==> config.mk <==
export PLATFORM = sky130hd
export DESIGN_NAME = sort_net_pipe
export DESIGN_NICKNAME = d
export VERILOG_FILES = /design/src/rtl/sort_net_pipe.sv
export SDC_FILE = /design/constraint.sdc
export NUM_CORES = 2
export LEC_CHECK = 0
export BUFFER_PORTS_ARGS = -buffer_cell sky130_fd_sc_hd__clkbuf_2
export CORE_MARGIN = 2
export CORE_UTILIZATION = 50
export DETAILED_ROUTE_END_ITERATION = 12
export PLACE_DENSITY = 0.7
export SLEW_MARGIN = 20
export SYNTH_ARGS = -nofsm -noshare
export SYNTH_HDL_FRONTEND = slang
export SYNTH_SLANG_ARGS = --single-unit
==> constraint.sdc <==
create_clock -name clk -period 29.7 [get_ports clk]
set_input_delay 1.485 -clock clk [delete_from_list [all_inputs] [get_ports clk]]
set_output_delay 1.485 -clock clk [all_outputs]
set_load 0.02 [all_outputs]
==> src/rtl/sort_net_pipe.sv <==
`default_nettype none
// ============================================================================
// Module   : sort_net_pipe
// Purpose  : Fully pipelined bitonic sorting network. Each beat carries N
//            lanes of DATA_W bits and its own sort direction. One vector can
//            enter per clock under valid/ready flow control. The sorted
//            vector leaves S = L*(L+1)/2 register stages later, where
//            L = log2(N).
// Ports    :
//   clk        in   system clock, rising edge
//   rst        in   asynchronous active-high reset
//   in_valid   in   input vector valid
//   in_ready   out  block accepts the input vector this cycle
//   in_desc    in   direction of this beat (0 = ascending, 1 = descending)
//   in_data    in   N lanes; lane i = in_data[i*DATA_W +: DATA_W]
//   out_valid  out  sorted vector valid
//   out_ready  in   downstream accepts the output vector
//   out_desc   out  direction the output beat was sorted with
//   out_data   out  sorted lanes; lane 0 = min (asc) or max (desc)
// Revision : 1.0 - initial parametrised release
// ============================================================================
module sort_net_pipe #(
  parameter int DATA_W = 16,
  parameter int N      = 8,
  parameter bit SIGNED = 1'b0
) (
  input  logic                clk,
  input  logic                rst,
  input  logic                in_valid,
  output logic                in_ready,
  input  logic                in_desc,
  input  logic [N*DATA_W-1:0] in_data,
  output logic                out_valid,
  input  logic                out_ready,
  output logic                out_desc,
  output logic [N*DATA_W-1:0] out_data
);

  localparam int L  = $clog2(N);
  localparam int S  = (L * (L + 1)) / 2;
  localparam int NW = N * DATA_W;

  generate
    if ((N < 4) || (N > 16) || ((N & (N - 1)) != 0)) begin : g_bad_n
      $error("sort_net_pipe: N must be a power of two in the range 4..16");
    end
  endgenerate

  // Stage registers: one compare-exchange column feeds each of them.
  logic [NW-1:0] r_data [S];
  logic [S-1:0]  r_desc;
  logic [S-1:0]  r_valid;

  // Per-stage column inputs and outputs, flattened stage by stage.
  logic [S*NW-1:0] w_in_data;
  logic [S*NW-1:0] w_col;
  logic [S-1:0]    w_in_desc;
  logic [S-1:0]    w_in_valid;
  logic            w_adv;

  // A single global enable: the whole pipe moves unless the output beat
  // is being held for the downstream consumer.
  assign w_adv    = !r_valid[S-1] || out_ready;
  assign in_ready = w_adv;

  // Stage 0 takes the input port; every later stage takes its predecessor.
  assign w_in_data[NW-1:0] = in_data;
  assign w_in_desc         = {r_desc[S-2:0], in_desc};
  assign w_in_valid        = {r_valid[S-2:0], in_valid};

  generate
    for (genvar s = 1; s < S; s++) begin : g_link
      assign w_in_data[s*NW +: NW] = r_data[s-1];
    end
  endgenerate

  // Bitonic network. Phase p builds sorted runs of 2^(p+1) lanes. Step j of
  // phase p compares lanes a distance 2^(p-j) apart. Inner phases alternate
  // direction per run so that the last phase always sees a bitonic sequence.
  // The last phase is a plain merge, so flipping its direction with the
  // beat's desc bit is enough to produce either order.
  generate
    for (genvar p = 0; p < L; p++) begin : g_phase
      for (genvar j = 0; j <= p; j++) begin : g_step
        localparam int SI = (p * (p + 1)) / 2 + j;
        localparam int D  = 1 << (p - j);
        for (genvar i = 0; i < N; i++) begin : g_lane
          if ((i & D) == 0) begin : g_cmp
            localparam bit BASE_DESC = (((i >> (p + 1)) & 1) != 0);
            logic [DATA_W-1:0] w_a;
            logic [DATA_W-1:0] w_b;
            logic              w_a_gt_b;
            logic              w_b_gt_a;
            logic              w_dir;
            logic              w_swap;

            assign w_a = w_in_data[SI*NW + i*DATA_W +: DATA_W];
            assign w_b = w_in_data[SI*NW + (i+D)*DATA_W +: DATA_W];

            if (SIGNED) begin : g_signed
              assign w_a_gt_b = $signed(w_a) > $signed(w_b);
              assign w_b_gt_a = $signed(w_b) > $signed(w_a);
            end else begin : g_unsigned
              assign w_a_gt_b = w_a > w_b;
              assign w_b_gt_a = w_b > w_a;
            end

            if (p == L - 1) begin : g_final
              assign w_dir = BASE_DESC ^ w_in_desc[SI];
            end else begin : g_inner
              assign w_dir = BASE_DESC;
            end

            // Strict compares: equal values stay where they are.
            assign w_swap = w_dir ? w_b_gt_a : w_a_gt_b;

            assign w_col[SI*NW + i*DATA_W +: DATA_W]     = w_swap ? w_b : w_a;
            assign w_col[SI*NW + (i+D)*DATA_W +: DATA_W] = w_swap ? w_a : w_b;
          end
        end
      end
    end
  endgenerate

  always_ff @(posedge clk or posedge rst) begin
    if (rst) begin
      for (int s = 0; s < S; s++) begin
        r_data[s] <= '0;
      end
      r_desc  <= '0;
      r_valid <= '0;
    end else if (w_adv) begin
      for (int s = 0; s < S; s++) begin
        r_data[s] <= w_col[s*NW +: NW];
      end
      r_desc  <= w_in_desc;
      r_valid <= w_in_valid;
    end
  end

  assign out_valid = r_valid[S-1];
  assign out_desc  = r_desc[S-1];
  assign out_data  = r_data[S-1];

endmodule
`default_nettype wire

==> key figures <==
Run status
  • Status: finished, final reports clean

Synthesis
  • Synth cell count leaders: dfrtp_1 (780), mux2i_1 (676), a21oi_1 (562), nor2_1 (444), nand2_1 (440)
  • Post-Synthesis Cells: 4859
  • Cell Area, Synth: 45700 um^2
  • Leading area contributor after synthesis: dfrtp_1
  • Post-synth ARST share: 100%
  • Syn Area/Cell: 9.40 um^2
  • Most common cell in the synthesized netlist: dfrtp_1
  • Post-synth net total: 5376
  • Main synth FF type: dfrtp_1
  • Post-synth EDFFs: 0
  • Synth warnings: 0
  • Synthesized flop and latch total: 780
  • Top post-synthesis cells by area: dfrtp_1 (43%), mux2i_1 (15%), ha_1 (11%)
  • Distinct cells, synth: 42
  • Register area share after synthesis: 42.7%
  • Synth top area share: 42.7%

Floorplan
  • Core area: 90300 um^2
  • Boundary Pins: 264
  • Chip Width: 306 um
  • Num rows: 110
  • Die Area: 93800 um^2
  • Initial core utilization: 50.6%
  • Die H: 306 um

Clock tree
  • CTS Buf Count: 87
  • Gates resized, CTS repair: 0
  • CTS tree: yes
  • Clk sink count: 780
  • CTS H-tree depth: 3
  • Clk slew on worst S/H paths: 0.06 ns
  • Latest clock arrival within the worst-skew pair: 0.65 ns
  • Post-CTS setup buffers: 0
  • Root Driver: clkbuf_16
  • Clock Path Buffers: 3
  • Hold buffer count at cts: 0

STA
  • Final hold vios: 0
  • Hold slack final: 0.459 ns
  • Worst rel slew slack: 10.5%
  • Final Setup Violations: 0
  • Fin crit share: 13.3%
  • Setup_tns: 0 ns
  • Fin Clk Skew: 0.0265 ns
  • Worst-Margin Slew: 1.34 ns
  • Fin. max-slew vios: 0
  • Max frequency: 254 MHz
  • Worst setup margin: 25.76 ns
  • RSZ-0062 raised after global routing: no
  • Post-layout min period: 3.94 ns

Critical path
  • Crit Path Max Fanout: 78
  • Critical Path RT: 28.21 ns
  • Most common cell on crit path: clkbuf_2
  • Critical path class: primary input to output port
  • Crit path launch type: primary input
  • CP Data Arrival Time: 2.45 ns
  • WP buf/inv: 3
  • Crit path max-delay family: buffers and inverters
  • Slowest cell on the critical path: nor2b_4
  • Critical Path End Type: output port
  • Cell Chain, Critical Path: clkbuf_2 > nor2b_4 > inv_8 > clkbuf_2
  • Slowest stage delay, CP: 0.37 ns

Placement
  • Dpl ws: 24.71 ns
  • Post-DP HPWL: 92.2 mm
  • Placed Area: 47800 um^2
  • Final GP Congestion: 0.955
  • Dpl cells: 6062
  • # port buffers: 263

Cells and area
  • # nets final: 5495
  • Area Overhead vs Synth: 11.5%
  • Finished layout cell area: 50900 um^2
  • Share of layout cells above drive strength 1: 9.61%
  • N_diodes: 0
  • Post-layout util: 56.4%
  • Non-filler cells in the finished layout: 6225

Detailed routing
  • Iteration-0 DRC Markers: 2987
  • Drt wl/cell: 19.7 um
  • Via density: 5.69
  • Final ANT Viol Nets: 0
  • Drt drc: 0
  • 1st-pass router iterations: 6
  • Via count: 35429
  • Routed WL: 123 mm

Worst hold path
  • Hold Crit Class: flip-flop to flip-flop

Power and ir drop
  • Peak VDD IR: 0.0684 mV
  • P per Cell Area: 140 nW/um^2
  • Total power draw: 7.13 mW
  • Standby leakage power: 24.8 nW

Job
  • Max_cap viols: 0

GRT
  • Initial antenna violation count: 5
  • GR Util All Layers: 26.0%
  • Vias in the first global route: 33815
  • First-pass GRT wire length: 192 mm
  • Total grt overflow: 0
  • Largest net degree at the start of global routing: 281
-- tightest hold or removal path, delay by kind of cell, from the launching register on --
| family | cells | cell delay, ns |
|---|---|---|
| simple gates | 2 | 0.10 |
| flops | 1 | 0.34 |
-- path summary, 6_finish.rpt --
kind / start / to / slack [ns] / depth (start not counted)
max reg2reg: g_phase[2].g_step[0].g_lane[3].g_cmp.w_a[13]$_DFFE_PP0P_ / g_phase[2].g_step[1].g_lane[1].g_cmp.w_b[14]$_DFFE_PP0P_ / 26.04 / 9
max: out_ready / in_ready / 25.76 / 4
min in group asynchronous: rst / r_desc[0]$_DFFE_PP0P_ / 0.96 / 2
min reg2reg: r_valid[2]$_DFFE_PP0P_ / r_valid[3]$_DFFE_PP0P_ / 0.46 / 2
max in group asynchronous: rst / g_phase[2].g_step[1].g_lane[5].g_cmp.w_a[14]$_DFFE_PP0P_ / 25.81 / 5
min: r_valid[2]$_DFFE_PP0P_ / r_valid[3]$_DFFE_PP0P_ / 0.46 / 2
-- report_power, final --
part | total [mW] | internal, mW | switching, mW
combinational | 3.70 | 1.57 | 2.13
clock | 1.13 | 0.677 | 0.449
sequential | 2.30 | 1.61 | 0.687
-- layer usage --
metal,GRT usage (%),vias to the layer above,wire [um]
li1,-,17164,-
met1,36.3,17094,54800
met2,42.3,937,56900
met3,2.84,230,6670
met4,8.76,4,4280
met5,0,-,32
-- kinds of logic (layout without fill, tap and decap cells) --
kind of cell | Yosys count | count (layout) | share of synthesized area (%)
AO/OA/AOI/OAI | 1165 | 1165 | 14.4
adder cells (fa/ha/maj) | 384 | 384 | 10.5
buffers and inverters | 669 | 859 | 6.05
flip-flops | 780 | 780 | 42.7
multiplexers | 686 | 686 | 15.1
AND/OR/NAND/NOR | 1175 | 1175 | 11.2
-- state kept, by name, indices dropped and copies added (netlist names) --
name                             count
r_desc                               6
g_phase.g_step.g_lane.g_cmp.w_b    320
r_valid                              6
g_phase.g_step.g_lane.g_cmp.w_a    320
out_data                           128
-- placed cells by master, fill, tap and decap left out, drive strengths merged, types with 15 or more instances in the layout --
| cell | Yosys | routed |
|---|---|---|
| dfrtp | 780 | 780 |
| mux2i | 684 | 684 |
| a21oi | 562 | 562 |
| nor2 | 444 | 444 |
| nand2 | 440 | 440 |
| inv | 394 | 398 |
| clkbuf | 176 | 389 |
| ha | 384 | 384 |
| o21ai | 341 | 341 |
| nand4 | 88 | 88 |
| o21a | 68 | 68 |
| nand2b | 63 | 63 |
| o31a | 60 | 60 |
| a21o | 41 | 41 |
| buf | 98 | 41 |
| nor3 | 36 | 36 |
| a31oi | 32 | 32 |
| nor3b | 30 | 30 |
| nand3 | 25 | 25 |
| nor2b | 24 | 24 |
| o211ai | 23 | 23 |
| clkinv | 1 | 21 |
| a211oi | 15 | 15 |
| nor4 | 15 | 15 |
-- area by class of cell --
class	count	area, um^2
Clock inverter	34	388
Inverter	395	1500
Sequential cell	780	19500
Timing Repair Buffer	304	1790
Fill cell	8042	39300
Clock buffer	126	2630
Multi-Input combinational cell	3410	23700
Tap cell	1176	1470
No activity file was read; power rests on OpenSTA's default activity.
